$ cat src/rtl/sample_link_codec.sv
// sample_link_codec: full-duplex N-channel sample framer for a byte FIFO link.
// TX packs each W-bit channel into K = ceil(W/7) 7-bit groups (MSB group first),
// the first byte of a frame carrying bit7 = 1 as the marker. RX hunts for the
// marker, collects L = N*K bytes and publishes the decoded set for one cycle.
// Optional feature: define SAMPLE_LINK_CHECKSUM_EN to append a 7-bit sum byte
// to every frame and verify it on receive.
module sample_link_codec #(
   parameter int W        = 14,
   parameter int N        = 2,
   parameter int LED_HOLD = 7200000
) (
   input  logic             clk_i,
   input  logic             reset_i,
   input  logic [N*W-1:0]   adc_data_i,
   input  logic             adc_valid_i,
   output logic [7:0]       tx_data_o,
   output logic             tx_valid_o,
   input  logic             tx_ready_i,
   input  logic             tx_err_i,
   input  logic [7:0]       rx_data_i,
   input  logic             rx_valid_i,
   output logic [N*W-1:0]   dac_data_o,
   output logic             dac_valid_o,
   output logic             led_txerr_o,
   output logic             led_rxerr_o
);

   localparam int K = (W + 6) / 7;
   localparam int L = N * K;
`ifdef SAMPLE_LINK_CHECKSUM_EN
   localparam int FL = L + 1;
`else
   localparam int FL = L;
`endif
   localparam int IW = (FL > 1) ? $clog2(FL) : 1;
   localparam int CW = $clog2(LED_HOLD + 1);

   localparam logic TX_IDLE    = 1'b0;
   localparam logic TX_SEND    = 1'b1;
   localparam logic RX_HUNT    = 1'b0;
   localparam logic RX_COLLECT = 1'b1;

   // ------------------------------------------------------------------ TX
   logic           tx_state;
   logic [IW-1:0]  tx_idx;
   logic [N*W-1:0] tx_buf;
   logic [6:0]     tx_grp [L];
   logic           tx_last;
   logic           tx_event;
`ifdef SAMPLE_LINK_CHECKSUM_EN
   logic [6:0]     tx_sum;
`endif

   // Split the captured set into 7-bit payload groups in frame order
   always_comb begin
      for (int i = 0; i < L; i++) begin
         tx_grp[i] = '0;
      end
      for (int c = 0; c < N; c++) begin
         for (int b = 0; b < W; b++) begin
            tx_grp[c*K + K - 1 - b/7][b%7] = tx_buf[c*W + b];
         end
      end
`ifdef SAMPLE_LINK_CHECKSUM_EN
      tx_sum = '0;
      for (int i = 0; i < L; i++) begin
         tx_sum = tx_sum + tx_grp[i];
      end
`endif
   end

   // Select the byte at the current frame index; zero whenever nothing is offered
   always_comb begin
      tx_data_o = '0;
      if (tx_state == TX_SEND) begin
         for (int i = 0; i < L; i++) begin
            if (tx_idx == IW'(i)) begin
               tx_data_o = {(i == 0), tx_grp[i]};
            end
         end
`ifdef SAMPLE_LINK_CHECKSUM_EN
         if (tx_idx == IW'(L)) begin
            tx_data_o = {1'b0, tx_sum};
         end
`endif
      end
   end

   assign tx_valid_o = (tx_state == TX_SEND);
   assign tx_last    = (tx_idx == IW'(FL - 1));
   // A strobe is dropped unless it lands on the final accepted byte; a link error aborts
   assign tx_event   = (tx_state == TX_SEND) &
                       (tx_err_i | (adc_valid_i & ~(tx_ready_i & tx_last)));

   // TX sequencer: capture a set, walk the frame, chain a new set on the last byte
   always_ff @(posedge clk_i) begin
      if (reset_i) begin
         tx_state <= TX_IDLE;
         tx_idx   <= '0;
         tx_buf   <= '0;
      end else begin
         case (tx_state)
            TX_IDLE: begin
               if (adc_valid_i) begin
                  tx_buf   <= adc_data_i;
                  tx_idx   <= '0;
                  tx_state <= TX_SEND;
               end
            end
            TX_SEND: begin
               if (tx_err_i) begin
                  tx_idx   <= '0;
                  tx_state <= TX_IDLE;
               end else if (tx_ready_i) begin
                  if (tx_last) begin
                     tx_idx <= '0;
                     if (adc_valid_i) begin
                        tx_buf <= adc_data_i;
                     end else begin
                        tx_state <= TX_IDLE;
                     end
                  end else begin
                     tx_idx <= tx_idx + IW'(1);
                  end
               end
            end
            default: tx_state <= TX_IDLE;
         endcase
      end
   end

   // ------------------------------------------------------------------ RX
   logic           rx_state;
   logic [IW-1:0]  rx_cnt;
   logic [6:0]     rx_grp   [FL];
   logic [6:0]     rx_frame [FL];
   logic [IW-1:0]  rx_slot;
   logic           rx_marker;
   logic           rx_done;
   logic           rx_ok;
   logic           rx_event;
   logic [N*W-1:0] rx_dec;

   assign rx_marker = rx_data_i[7];
   // A marker always restarts at slot 0, even mid-frame
   assign rx_slot   = (rx_state == RX_HUNT || rx_marker) ? '0 : rx_cnt;
   assign rx_done   = rx_valid_i & (rx_marker ? (FL == 1)
                                              : (rx_state == RX_COLLECT &&
                                                 rx_cnt == IW'(FL - 1)));

   // Assemble the complete frame including the byte arriving this cycle, then decode it
   always_comb begin
      for (int i = 0; i < FL; i++) begin
         rx_frame[i] = (rx_slot == IW'(i)) ? rx_data_i[6:0] : rx_grp[i];
      end
      rx_dec = '0;
      for (int c = 0; c < N; c++) begin
         for (int b = 0; b < W; b++) begin
            rx_dec[c*W + b] = rx_frame[c*K + K - 1 - b/7][b%7];
         end
      end
`ifdef SAMPLE_LINK_CHECKSUM_EN
      begin
         logic [6:0] sum;
         sum = '0;
         for (int i = 0; i < L; i++) begin
            sum = sum + rx_frame[i];
         end
         rx_ok = (sum == rx_frame[L]);
      end
`else
      rx_ok = 1'b1;
`endif
   end

   assign rx_event = rx_valid_i & (((rx_state == RX_HUNT) & ~rx_marker) |
                                   ((rx_state == RX_COLLECT) & rx_marker) |
                                   (rx_done & ~rx_ok));

   // Frame buffer: store each payload into its slot; stale slots are always overwritten
   always_ff @(posedge clk_i) begin
      if (rx_valid_i) begin
         for (int i = 0; i < FL; i++) begin
            if (rx_slot == IW'(i)) begin
               rx_grp[i] <= rx_data_i[6:0];
            end
         end
      end
   end

   // RX sequencer: hunt for a marker, count bytes, publish good frames for one cycle
   always_ff @(posedge clk_i) begin
      if (reset_i) begin
         rx_state    <= RX_HUNT;
         rx_cnt      <= '0;
         dac_data_o  <= '0;
         dac_valid_o <= 1'b0;
      end else begin
         dac_valid_o <= 1'b0;
         if (rx_valid_i) begin
            if (rx_done) begin
               rx_state <= RX_HUNT;
               rx_cnt   <= '0;
               if (rx_ok) begin
                  dac_data_o  <= rx_dec;
                  dac_valid_o <= 1'b1;
               end
            end else if (rx_marker) begin
               rx_state <= RX_COLLECT;
               rx_cnt   <= IW'(1);
            end else if (rx_state == RX_COLLECT) begin
               rx_cnt <= rx_cnt + IW'(1);
            end
         end
      end
   end

   // ------------------------------------------------------------------ LEDs
   logic [CW-1:0] tx_led_cnt;
   logic [CW-1:0] rx_led_cnt;

   // Error stretchers: reload on an event, otherwise count down to zero
   always_ff @(posedge clk_i) begin
      if (reset_i) begin
         tx_led_cnt <= '0;
         rx_led_cnt <= '0;
      end else begin
         if (tx_event) begin
            tx_led_cnt <= CW'(LED_HOLD);
         end else if (tx_led_cnt != '0) begin
            tx_led_cnt <= tx_led_cnt - CW'(1);
         end
         if (rx_event) begin
            rx_led_cnt <= CW'(LED_HOLD);
         end else if (rx_led_cnt != '0) begin
            rx_led_cnt <= rx_led_cnt - CW'(1);
         end
      end
   end

   assign led_txerr_o = (tx_led_cnt != '0);
   assign led_rxerr_o = (rx_led_cnt != '0);

endmodule
$ cat config.mk
export PLATFORM = sky130hd
export DESIGN_NAME = sample_link_codec
export DESIGN_NICKNAME = d
export VERILOG_FILES = /design/src/rtl/sample_link_codec.sv
export SDC_FILE = /design/constraint.sdc
export NUM_CORES = 1
export LEC_CHECK = 0
export ABC_CLOCK_PERIOD_IN_PS = 3400
export BUFFER_PORTS_ARGS = -buffer_cell sky130_fd_sc_hd__buf_4
export CELL_PAD_IN_SITES_DETAIL_PLACEMENT = 0
export CELL_PAD_IN_SITES_GLOBAL_PLACEMENT = 1
export CORE_MARGIN = 2
export CORE_UTILIZATION = 45
export CTS_BUF_LIST = sky130_fd_sc_hd__clkbuf_8
export CTS_CLUSTER_SIZE = 8
export DETAILED_ROUTE_END_ITERATION = 12
export GPL_ROUTABILITY_DRIVEN = 0
export GPL_TIMING_DRIVEN = 0
export PLACE_DENSITY = 0.88
export SLEW_MARGIN = 0
export SYNTH_ARGS = -nofsm -noshare
export SYNTH_HDL_FRONTEND = slang
export SYNTH_SLANG_ARGS = --single-unit
$ cat constraint.sdc
create_clock -name clk_i -period 3.4 [get_ports clk_i]
set_input_delay 0.17 -clock clk_i [delete_from_list [all_inputs] [get_ports clk_i]]
set_output_delay 0.17 -clock clk_i [all_outputs]
set_load 0.05 [all_outputs]
==> results.yml <==
timing:
  timing.fmax_ghz: 0.360
  tightest_slew_ns: 0.782
  min_period_over_period_pct: 81.6
  layout_setup_ws_ns: 0.624
  timing.setup.tns_ns: 0
  relSlewSlack_pct: 47.7
  finalSetupViolations: 0
  rsz0062_at_grt: "false"
  slew_violations: 0
  fin_skew_ns: 0.0133
  hold_viol_final: 0
  period_minus_slack_ns: 2.78
clocking:
  clock-sinks: 137
  cts_buffers: 17
  htreeDepth: 4
  cts_root_buf: "clkbuf_8"
  clk_pin_slew_ns: 0.09
  cts_resized: 0
  post-cts-setup-buffers: 0
  cts_tree: "built"
  holdBufCountCts: 37
  insertion_delay_ns: 0.46
  cts.path.max_buffers: 2
synth:
  post-synth-top-count-cell: "nand2_1"
  postSynth.asyncResetShare_pct: 0
  synth_edf_count: 21
  synthMuxAreaShare_pct: 1.52
  synth_xor_area_share_pct: 2.25
  syn_area_per_cell_um2: 8.83
  synth_warnings: 0
  synth_top_family_by_area: "simple AND/OR/NAND/NOR gates"
  synthDistinctLibCells: 55
  synth_simple_gate_area_share_pct: 23.9
  ys_seq_area_share_pct: 50.6
  synth_top_cell_area_share_pct: 39.8
  synth-seq-cells: 137
  synth-adder-area-share_pct: 1.93
  synth_compound_area_share_pct: 16.5
  syn-num-nets: 712
  synth.area.top_cells: "dfxtp_1, edfxtp_1, nand2_1, a21oi_1, nor2_1"
  netlist_area_um2: 5840
  yosysTopAreaCell: "dfxtp_1"
  syn_inst: 661
  yosys_most_used_dff: "dfxtp_1"
  ys_top_cells_by_count: "nand2_1, dfxtp_1, a21oi_1"
routing:
  ant_nets: 0
  firstDrtPassIters: 5
  route.vias.total: 5222
  dr.first_iter.drc_count: 217
  viasPerCell: 5.31
  routed_wl_um: 14300
  wire_per_inst_um: 14.5
  drc: 0
setup_path:
  r2r-start: "rx_led_cnt[16]"
  crit_fanout: 8
  regToRegSetupSlack_ns: 1.09
  cp-end-kind: "primary output"
  crit_required_ns: 3.23
  cp-endpoint: "led_txerr_o"
  r2r_cells: 6
  critPathKind: "reg -> out"
  arrival_ns: 2.61
  r2r_end: "rx_led_cnt[11]"
  startpoint: "tx_led_cnt[3]"
  cp-start-kind: "flop"
global_route:
  grtUsageTotal_pct: 21.0
  grt_antenna_before_repair: 0
  grt_max_degree: 17
  grt-ovfl-total: 0
  grt_pass1_wl_um: 23600
  grt_pass1_vias: 5127
power:
  combPwrFrac_pct: 24.5
  p_int_uw: 2880
  p_leak_uw: 0.00281
  p_seq_share_pct: 44.6
  total_power_uw: 4400
  ir_drop_mv: 0.316
  p_per_area_nw_per_um2: 592
  p_sw_uw: 1520
  switching_share_pct: 34.6
  power.share.clock_pct: 30.9
final_layout:
  fin_util_pct: 58.9
  area_growth_pct: 27.4
  fin_nets: 849
  final_area_um2: 7430
  nFillCells: 1170
  diodes: 0
  drive_above_1_share_pct: 16.6
floorplan:
  core_area_um2: 12600
  start_util_pct: 46.2
  dieArea_um2: 13900
  die_h_um: 118
  fp.dieW_um: 118
  io_pins: 82
  core.rowCount: 41
placement:
  portBuffers: 81
  dpl-instance-area_um2: 6660
  dpl.hpwl_um: 10100
  preCtsSetupSlack_ns: 1.10
run_status:
  status: "finished clean"
run:
  drv_cap: 0
worst_hold_path:
  hold_class: "in -> reg"
## worst max-delay path, stage by stage, from the launching register on
cell and delay (ns):
dfxtp_1 0.37, or4_1 0.53, clkbuf_1 0.18, nor2_1 0.35, and3_1 0.22, buf_4 0.15, inv_1 0.12, buf_4 0.22
## per-layer routing
layer / vias to the layer above / wire length [µm] / share of wire, % / track usage [%]
li1: 2610 / - / - / -
met1: 2465 / 6260 / 44 / 24.9
met2: 128 / 7090 / 50 / 36.0
met3: 19 / 677 / 4.7 / 5.67
met4: 0 / 264 / 1.8 / 8.43
met5: - / 0 / 0 / 0
## cell families after synthesis
| family | after synthesis |
|---|---|
| buffers and inverters | 47 |
| DFF | 137 |
| xor gates and xnor gates | 15 |
| AOI/OAI and AO/OA | 165 |
| adders and majority gates | 9 |
| and+or+nand+nor | 280 |
| muxes | 8 |
## area by class of cell
| cell class | instances | area [µm²] | share of cell area (%) |
|---|---|---|---|
| plain buffers | 36 | 149 | 2.00 |
| clock buffers | 17 | 234 | 3.15 |
| clock inverters | 15 | 171 | 2.31 |
| inverters | 11 | 41.3 | 0.555 |
| multi-input cells | 477 | 2690 | 36.2 |
| flip-flops and latches | 137 | 2950 | 39.7 |
| well taps | 172 | 215 | 2.89 |
| repair buffers | 118 | 978 | 13.2 |
## per-stage QoR
stage | instances | hold WS (ns)
2_1_floorplan | 661 | 0.269
3_3_place_gp | 914 | 0.386
3_5_place_dp | 914 | 0.386
4_1_cts | 983 | 0.0136
5_1_grt | 983 | 0.0474
6_report | 983 | 0.0482
## cell usage in the layout (no fill, tap or decap), types with 5 or more instances in the layout
| cell type | count |
|---|---|
| dlygate4sd3_1 | 37 |
| o21ai_0 | 24 |
| buf_4 | 82 |
| nand3_1 | 10 |
| inv_8 | 5 |
| a211oi_1 | 6 |
| o41ai_1 | 5 |
| nand4_1 | 5 |
| nor4_1 | 5 |
| inv_1 | 11 |
| nand2_1 | 134 |
| xnor2_1 | 12 |
| nand3b_1 | 7 |
| a31oi_1 | 8 |
| and2_1 | 12 |
| nand2b_1 | 9 |
| clkbuf_1 | 30 |
| mux2_2 | 7 |
| nor3_1 | 13 |
| o31ai_1 | 6 |
| edfxtp_1 | 21 |
| a21oi_1 | 99 |
| or4_1 | 12 |
| inv_6 | 6 |
| or3_1 | 12 |
| dfxtp_1 | 116 |
| ha_1 | 9 |
| nor2_1 | 39 |
| clkbuf_8 | 17 |
## how the worst min path moves through the flow
stage                             from      endpoint  slack, ns  depth (start not counted)
final                      adc_valid_i    tx_valid_o       0.05                          3
after global placement    rx_data_i[1]  rx_grp[0][1]       0.39                          1
after global routing        tx_ready_i     tx_idx[1]       0.05                          3
after floorplan           rx_data_i[0]  rx_grp[0][0]       0.27                          0
after CTS                   tx_ready_i     tx_idx[1]       0.01                          3
after detailed placement  rx_data_i[1]  rx_grp[0][1]       0.39                          1
## sequential cells by signal, summed over array words and instances (netlist names), 2 cells and up
name / flops
dac_data_o: 28
rx_grp: 28
tx_buf: 28
rx_led_cnt: 23
tx_led_cnt: 23
rx_cnt: 2
tx_idx: 2
## power by group through the flow
stage                     Sequential (µW)  Combinational, µW  Clock (µW)
after floorplan                      1960                793           0
after global placement               1980               1000           0
after detailed placement             1990               1030           0
after CTS                            1960               1070        1390
after global routing                 1990               1210        1450
final                                1960               1080        1360
Power figures use the tool's default switching activity.
